**config.mk**
```make
export PLATFORM = sky130hd
export DESIGN_NAME = timer_controller
export DESIGN_NICKNAME = d
export VERILOG_FILES = /design/src/rtl/timer_pkg.sv /design/src/rtl/timer_controller_mod60.sv /design/src/rtl/timer_controller.sv
export SDC_FILE = /design/constraint.sdc
export NUM_CORES = 1
export LEC_CHECK = 0
export ABC_CLOCK_PERIOD_IN_PS = 6000
export CORE_ASPECT_RATIO = 1.25
export CORE_MARGIN = 1.5
export CORE_UTILIZATION = 40
export CTS_CLUSTER_DIAMETER = 50
export CTS_CLUSTER_SIZE = 8
export DETAILED_ROUTE_END_ITERATION = 6
export HOLD_SLACK_MARGIN = 0.06
export SYNTH_ARGS = -nofsm -noshare
export SYNTH_HDL_FRONTEND = slang
export SYNTH_SLANG_ARGS = --single-unit
```
**constraint.sdc**
```tcl
create_clock -name clk -period 6 [get_ports clk]
set_clock_uncertainty 0.15 [all_clocks]
set_input_delay 0.6 -clock clk [delete_from_list [all_inputs] [get_ports clk]]
set_output_delay 0.6 -clock clk [all_outputs]
set_load 0.02 [all_outputs]
```
**src/rtl/timer_pkg.sv**
```systemverilog
// Shared types and constants for the minutes/seconds timer controller.
package timer_pkg;

  localparam int CNT_W = 6;
  localparam logic [CNT_W-1:0] MAX_SEC = 6'd59;

  typedef enum logic [1:0] {
    ST_IDLE  = 2'd0,
    ST_RUN   = 2'd1,
    ST_PAUSE = 2'd2,
    ST_DONE  = 2'd3
  } state_t;

  // Presets above 59 clamp to 59 so the counters never leave their legal range.
  function automatic logic [CNT_W-1:0] sat59(input logic [CNT_W-1:0] v);
    logic [CNT_W-1:0] r;
    if (v > MAX_SEC) r = MAX_SEC;
    else             r = v;
    return r;
  endfunction

endpackage

```
**src/rtl/timer_controller_mod60.sv**
```systemverilog
// Loadable up/down modulo-60 counter; wrap flags the step that crosses 59<->0.
module mod60_counter
  import timer_pkg::*;
(
  input  logic             clk,
  input  logic             reset,
  input  logic             en,
  input  logic             up,
  input  logic             load,
  input  logic [CNT_W-1:0] load_val,
  output logic [CNT_W-1:0] q,
  output logic             wrap
);

  logic [CNT_W-1:0] r_q;
  logic [CNT_W-1:0] w_q_nxt;

  // Next count: load wins over stepping.
  always_comb begin
    w_q_nxt = r_q;
    if (load) begin
      w_q_nxt = load_val;
    end else if (en) begin
      if (up) w_q_nxt = (r_q >= MAX_SEC) ? 6'd0 : r_q + 6'd1;
      else    w_q_nxt = (r_q == 6'd0) ? MAX_SEC : r_q - 6'd1;
    end else begin
      w_q_nxt = r_q;
    end
  end

  // Count register.
  always_ff @(posedge clk or posedge reset) begin
    if (reset) r_q <= 6'd0;
    else       r_q <= w_q_nxt;
  end

  assign wrap = en & (up ? (r_q == MAX_SEC) : (r_q == 6'd0));
  assign q    = r_q;

endmodule

```
**src/rtl/timer_controller.sv**
```systemverilog
// Run/pause/clear/load sequencer with 1 Hz prescaler driving cascaded
// seconds/minutes counters in count-up or countdown mode.
module timer_controller
  import timer_pkg::*;
#(
  parameter int CLK_HZ = 50_000_000
) (
  input  logic             clk,
  input  logic             reset,
  input  logic             start_stop,
  input  logic             clear,
  input  logic             load,
  input  logic [CNT_W-1:0] load_min,
  input  logic [CNT_W-1:0] load_sec,
  input  logic             mode,
  output logic [CNT_W-1:0] sec,
  output logic [CNT_W-1:0] min,
  output logic             running,
  output logic             done,
  output logic             tick,
  output logic             rollover
);

  localparam int PW = (CLK_HZ > 2) ? $clog2(CLK_HZ) : 1;
  localparam logic [PW-1:0] PRESC_MAX = PW'(CLK_HZ - 1);

  state_t           r_state, w_state_nxt;
  logic [PW-1:0]    r_presc, w_presc_nxt;
  logic             r_mode;
  logic             r_running, r_done, r_tick, r_rollover;

  logic             w_ss, w_load, w_cnt_load, w_upd;
  logic             w_zero, w_one, w_sec_wrap, w_min_wrap;
  logic [CNT_W-1:0] w_sec_q, w_min_q, w_ld_sec, w_ld_min;

  // clear > load > start_stop; load is also dropped while running.
  assign w_ss       = start_stop & ~clear & ~load;
  assign w_load     = load & ~clear & (r_state != ST_RUN);
  assign w_cnt_load = clear | w_load;
  assign w_upd      = (r_state == ST_RUN) && (r_presc == PRESC_MAX);
  assign w_zero     = (w_sec_q == 6'd0) && (w_min_q == 6'd0);
  assign w_one      = (w_sec_q == 6'd1) && (w_min_q == 6'd0);
  assign w_ld_sec   = clear ? 6'd0 : sat59(load_sec);
  assign w_ld_min   = clear ? 6'd0 : sat59(load_min);

  // Next-state decode.
  always_comb begin
    w_state_nxt = r_state;
    if (clear || w_load) begin
      w_state_nxt = ST_IDLE;
    end else begin
      case (r_state)
        ST_IDLE: begin
          if (w_ss) w_state_nxt = (!mode && w_zero) ? ST_DONE : ST_RUN;
          else      w_state_nxt = ST_IDLE;
        end
        ST_RUN: begin
          if (w_upd && !r_mode && w_one) w_state_nxt = ST_DONE;
          else if (w_ss)                 w_state_nxt = ST_PAUSE;
          else                           w_state_nxt = ST_RUN;
        end
        ST_PAUSE: begin
          if (w_ss) w_state_nxt = ST_RUN;
          else      w_state_nxt = ST_PAUSE;
        end
        ST_DONE:  w_state_nxt = ST_DONE;
        default:  w_state_nxt = ST_IDLE;
      endcase
    end
  end

  // Prescaler: only advances in RUN, so pausing keeps the sub-second phase.
  always_comb begin
    w_presc_nxt = r_presc;
    if (w_cnt_load) begin
      w_presc_nxt = '0;
    end else if (r_state == ST_IDLE) begin
      w_presc_nxt = '0;
    end else if (r_state == ST_RUN) begin
      w_presc_nxt = (r_presc == PRESC_MAX) ? '0 : r_presc + PW'(1);
    end else begin
      w_presc_nxt = r_presc;
    end
  end

  // State, prescaler, latched mode and registered status outputs.
  always_ff @(posedge clk or posedge reset) begin
    if (reset) begin
      r_state    <= ST_IDLE;
      r_presc    <= '0;
      r_mode     <= 1'b0;
      r_running  <= 1'b0;
      r_done     <= 1'b0;
      r_tick     <= 1'b0;
      r_rollover <= 1'b0;
    end else begin
      r_state    <= w_state_nxt;
      r_presc    <= w_presc_nxt;
      r_mode     <= ((w_state_nxt == ST_RUN) && (r_state != ST_RUN)) ? mode : r_mode;
      r_running  <= (w_state_nxt == ST_RUN);
      r_done     <= (w_state_nxt == ST_DONE);
      r_tick     <= w_upd & ~clear;
      r_rollover <= w_upd & ~clear & r_mode & w_min_wrap;
    end
  end

  mod60_counter u_sec (
    .clk      (clk),
    .reset    (reset),
    .en       (w_upd),
    .up       (r_mode),
    .load     (w_cnt_load),
    .load_val (w_ld_sec),
    .q        (w_sec_q),
    .wrap     (w_sec_wrap)
  );

  mod60_counter u_min (
    .clk      (clk),
    .reset    (reset),
    .en       (w_sec_wrap),
    .up       (r_mode),
    .load     (w_cnt_load),
    .load_val (w_ld_min),
    .q        (w_min_q),
    .wrap     (w_min_wrap)
  );

  assign sec      = w_sec_q;
  assign min      = w_min_q;
  assign running  = r_running;
  assign done     = r_done;
  assign tick     = r_tick;
  assign rollover = r_rollover;

endmodule

```
==> flow_summary.toml, run 1 <==
[grt]
gr-total-overflow = 0
grt_pass1_vias = 2801
grt_pass1_wl_mm = 13.77
grt_start_max_net_pins = 46
antenna_found_initial = 0
track_usage_pct = 20.04

[synth]
synth_cell_types = 69
muxShareOfSynthArea_pct = 2.076
syn-num-nets = 394
ys_seq_area_share_pct = 35.25
synth-edff-count = 0
synth_compound_area_share_pct = 24.72
synth_cells = 368
yosysTopAreaCellShare_pct = 35.25
yosys.area_share.simple_pct = 27.03
yosysWarnings = 0
ys_async_sr_fraction_pct = 100.0
synth_area_um2 = 3194
yosysTopAreaCell = "dfrtp_1"
ys.flop_type = "dfrtp_1"
synth_fa_ha_area_share_pct = 3.134
synth.top_cells.by_area = "dfrtp_1 (35%), a31oi_1 (4.9%), nand2_1 (4.1%)"
ys_ff_latch = 45
synth_top_family_by_area = "simple AND/OR/NAND/NOR gates"
synth_xor_area_share_pct = 3.016
syn_avg_cell_area_um2 = 8.680

[timing]
finalMaxSlewViolations = 0
period_share_pct = 46.24
worst_pin_slew_ps = 1096
fin_ws_ps = 3226
clock.fmax_ghz = 0.3605
max_slew_margin_pct = 26.27
setup_tns_ps = 0
hold_viol = 0
finalSetupViolations = 0
rsz0062_at_grt = "false"
finalCriticalPeriod_ps = 2774
fin_hold_ws_ps = 351.4

[clock_network]
cts_root_buffer = "clkbuf_8"
cts_tree = "yes"
clkTransAtPathRegs_ps = 90
cts_buffer_depth = 2
cts_sinks = 45
htree_levels = 2
cts_buffers = 5
postCtsSetupRepairBufs = 0
worstSkewPairLatency_ps = 310
ctsHoldBuffers = 0
cts_resized = 0

[worst_setup_path]
worstPathCellList = "clkdlybuf4s50_1, a21oi_1, o21ai_0, o21ai_0, mux2_2"
cp_top_family = "compound AO/OA/AOI/OAI gates"
cp-startpoint = "clear"
worstPathRequired_ps = 6050
critPathKind = "in -> reg"
critPathMaxStageDelay_ps = 830
cp-end-kind = "flip-flop"
worst_setup_path_start_kind = "input pin"
cp_num_buf_inv = 1
crit_fanout = 11
critPathArrivalTime_ps = 2820
crit_top_cell = "o21ai_0"
r2r-start = "r_presc[11]"
slowest_stage = "a21oi_1"

[final_layout]
filler_cell_count = 776
final_area_um2 = 3685
layout-drive-gt1-share_pct = 8.397
diodes = 0
nNetsFinal = 418
area_delta_synth_final_pct = 15.35
layout.cells.non_filler = 488
final_util_pct = 47.29

[place]
preCtsSetupSlack_ps = 2935
io_buffers = 33
place_hpwl_mm = 5.980
place_area_um2 = 3551
place.gp.congestion = 0.8790
post-place-cells = 480

[flow_run]
maxCapViolCount = 0

[floorplanning]
chipWidth_um = 82.93
core-area_um2 = 7792
die_area_um2 = 8534
start_util_pct = 40.99
ios = 34
die_h_um = 102.9
row_count = 36

[power]
leakage_nw = 1.482
finalPower_uw = 824.7
p_per_area_nw_per_um2 = 223.8
vdd_drop_max_v = 0.0001197

[worst_hold_path]
hp-class = "reg -> reg"
min_from = "r_presc[25]"

[run_status]
status = "complete, no violations"

[routing]
dr_total_vias = 2950
drt_wl_total_mm = 8.367
dr_wl_met3_um = 271
wl_met2_mm = 4.274
route.top_layer_used = "met4"
wl_per_cell_um = 17.15
met1Wirelength_mm = 3.636
drtIter0Drc = 212
remaining_drc_errors = 0
ant_nets = 0
avgViaCountPerCell = 6.045
first_pass_iters = 4
[cells in the final DEF, fill, tap and decap left out, drive strengths merged, types with 3 or more instances in the layout]
| master | synthesis | final |
|---|---|---|
| dfrtp | 45 | 45 |
| nand2 | 36 | 36 |
| clkdlybuf4s50 | 0 | 33 |
| a31oi | 25 | 25 |
| o21ai | 25 | 25 |
| a21oi | 24 | 24 |
| nor2 | 21 | 21 |
| nand3 | 21 | 21 |
| and3 | 15 | 15 |
| nor3 | 11 | 11 |
| inv | 9 | 9 |
| a22o | 8 | 8 |
| ha | 8 | 8 |
| xor2 | 7 | 7 |
| nand4 | 6 | 6 |
| nand2b | 6 | 6 |
| nand4b | 6 | 6 |
| nor4 | 5 | 5 |
| clkbuf | 17 | 5 |
| and2 | 5 | 5 |
| mux2 | 5 | 5 |
| xnor2 | 4 | 4 |
| and4 | 4 | 4 |
| a21o | 3 | 3 |
| or3 | 3 | 3 |
| a41oi | 3 | 3 |
| o221ai | 3 | 3 |
| buf | 2 | 3 |
| or4 | 3 | 3 |
| nor3b | 3 | 3 |
[cell usage after synthesis (all sizes together), types with 7 or more instances]
cell    instances
inv             9
a22o            8
nor2           21
and3           15
o21ai          25
dfrtp          45
ha              8
clkbuf         17
xor2            7
nand2          36
a21oi          24
nand3          21
nor3           11
a31oi          25
[power breakdown]
part | internal, mW | switching, mW | total, mW
registers | 0.316 | 0.0419 | 0.358
logic | 0.0897 | 0.0999 | 0.190
clock network | 0.166 | 0.111 | 0.277
total | 0.572 | 0.253 | 0.825
[area by class of cell]
type	instances	area, um^2	share of cell area [%]
clock inverters	3	65.06	1.766
multi-input cells	295	1919	52.09
flip-flops and latches	45	1126	30.56
inverters	9	33.78	0.9168
repair buffers	36	352.8	9.576
clock buffers	5	68.82	1.868
well taps	95	118.9	3.226
[state kept, by name, indices dropped and copies added, names as in the netlist]
| register | flops |
|---|---|
| running | 1 |
| r_presc | 26 |
| u_sec.q | 6 |
| r_state | 2 |
| u_min.q | 6 |
| r_mode | 1 |
| tick | 1 |
| rollover | 1 |
| done | 1 |
[worst paths after layout]
check | end | slack [ps] | cells past startpoint
min reg2reg | r_presc[25] | 350 | 1
max in group asynchronous | r_presc[12] | 4420 | 2
max reg2reg | r_presc[5] | 3320 | 6
min | r_presc[25] | 350 | 1
min in group asynchronous | r_presc[13] | 680 | 2
max | r_mode | 3230 | 5
[per-layer routing]
| layer | up-vias | track usage [%] |
|---|---|---|
| li1 | 1444 | - |
| met1 | 1430 | 24.46 |
| met2 | 63 | 35.96 |
| met3 | 13 | 2.962 |
| met4 | 0 | 7.949 |
| met5 | - | 0 |
[cells by family after synthesis]
kind of cell / Yosys count
multiplexers: 6
AND/OR/NAND/NOR: 155
flip-flops: 45
XOR/XNOR: 11
adder cells (fa/ha/maj): 8
AO/OA/AOI/OAI: 115
buffers and inverters: 28
(Power assumes the default switching activity.)
==> run 2: changes to the inputs <==
ABC_CLOCK_PERIOD_IN_PS = 2870   (was 6000)
clock period = 2.87 ns   (was 6 ns; I/O delays follow)
==> flow_summary.toml, run 2 (synthesis results as in run 1) <==
[timing]
clock.fmax_ghz = 0.3871
rsz0062_at_grt = "false"
setup_tns_ps = 0
worst_pin_slew_ps = 677.0
finalMaxSlewViolations = 0
hold_viol = 0
period_share_pct = 90.01
finalCriticalPeriod_ps = 2583
finalSetupViolations = 0
max_slew_margin_pct = 54.23

[final_layout]
layout-drive-gt1-share_pct = 11.11
nNetsFinal = 430
layout_commonest_cell = "dfrtp_1"
diodes = 0
area_delta_synth_final_pct = 17.74
final_cell_mix = "dfrtp_1 (45), nand2_1 (35), clkdlybuf4s50_1 (33)"
largest_reg_flops = 26
final_area_um2 = 3761
largest_register = "r_presc"

[grt]
gr-total-overflow = 0
grt_pass1_vias = 2967
grt_start_max_net_pins = 35
track_usage_pct = 20.99
antenna_found_initial = 0
grt_pass1_wl_mm = 14.59

[clock_network]
htree_levels = 2
cts_root_buffer = "clkbuf_8"
cts_buffer_depth = 2
cts_buffers = 5
worstSkewPairLatency_ps = 300
clkTransAtPathRegs_ps = 90
cts_resized = 0
ctsHoldBuffers = 0
postCtsSetupRepairBufs = 0
cts_sinks = 45
cts_tree = "yes"

[worst_setup_path]
reg2reg_slack_ps = 290
worst_setup_path_start_kind = "flip-flop"
critPathArrivalTime_ps = 2630
reg2reg_to = "u_min.q[1]"
critPathKind = "reg -> reg"
r2r_cells = 5
critPathMaxStageDelay_ps = 550
worstPathRequired_ps = 2920
cp-end-kind = "flip-flop"
slowest_stage = "or4b_4"
crit_fanout = 9
r2r-start = "r_presc[11]"
worstPathCellList = "or4b_4, or4_4, a211o_4, nand2_4, mux2_1"

[routing]
ant_nets = 0
drtIter0Drc = 158
wl_per_cell_um = 17.39
dr_total_vias = 3059
avgViaCountPerCell = 6.118
first_pass_iters = 4
remaining_drc_errors = 0
drt_wl_total_mm = 8.696

[floorplanning]
ios = 34
row_count = 36
core-area_um2 = 7792
die_h_um = 102.9
start_util_pct = 40.99
die_area_um2 = 8534
chipWidth_um = 82.93

[power]
leakage_nw = 1.531
p_per_area_nw_per_um2 = 450.4
vdd_drop_max_v = 0.0003158

[worst_hold_path]
hp-class = "in -> async"

[place]
place.gp.congestion = 0.8814
place_area_um2 = 3641
place_hpwl_mm = 6.373
io_buffers = 33

[flow_run]
maxCapViolCount = 0

[run_status]
status = "complete, no violations"
## run 2: cell types whose count changed in the layout (fill, tap and decap cells not counted), sizes merged
cell      delta
bufinv       -1
clkbuf       +1
clkinvlp     +1
clkinv       -1
buf         +12
## run 2: stage by stage
stage | util (%) | total power, mW | hold slack, ps | setup slack (ps) | std cells
floorplan | - | 1.027 | 271.0 | 347.1 | 368
global placement | 46.72 | 1.189 | 341.3 | 317.4 | 492
detailed placement | 46.72 | 1.191 | 330.6 | 281.6 | 492
CTS | 48.27 | 1.703 | 139.4 | 291.2 | 500
global route | 48.27 | 1.776 | 165.6 | 139.6 | 500
finish | 48.27 | 1.694 | 123.5 | 286.7 | 500
## run 2: cell type report
| type | instances | area [um^2] |
|---|---|---|
| inverters | 9 | 33.78 |
| repair buffers | 48 | 442.9 |
| clock inverters | 2 | 37.54 |
| flip-flops and latches | 45 | 1126 |
| clock buffers | 6 | 82.58 |
| multi-input cells | 295 | 1919 |
| fillers | 784 | 4031 |
| well taps | 95 | 118.9 |
## run 2: power by group
| part | total, mW | internal (mW) | switching, mW | leakage (nW) |
|---|---|---|---|---|
| Clock | 0.515 | 0.283 | 0.231 | 0.0574 |
| Combinational | 0.468 | 0.208 | 0.261 | 0.863 |
| Sequential | 0.711 | 0.662 | 0.0488 | 0.610 |
## run 2: how the worst max path moves through the flow
stage                     start    endpoint  slack, ps  cells after the start
floorplan           r_presc[11]  u_min.q[1]        350                      6
global placement    r_presc[11]  u_min.q[1]        320                      5
detailed placement  r_presc[11]  u_min.q[1]        280                      5
CTS                 r_presc[11]  u_min.q[1]        290                      5
global route        r_presc[11]  r_presc[5]        140                      6
finish              r_presc[11]  u_min.q[1]        290                      5
## run 2: layer usage
| layer | vias up | track usage [%] | part of all wire (%) | wire length, um |
|---|---|---|---|---|
| li1 | 1471 | - | - | - |
| met1 | 1502 | 25.39 | 44 | 3806 |
| met2 | 73 | 39.52 | 51 | 4423 |
| met3 | 13 | 2.802 | 3.8 | 331 |
| met4 | 0 | 5.641 | 1.5 | 134 |
| met5 | - | 0 | 0 | 0 |
## run 2: critical path: cells and delay by family, from the launching register on
kind / cells / cell delay, ps
simple gates: 3 / 1190
mux: 1 / 310
compound gates: 1 / 360
flops: 1 / 470
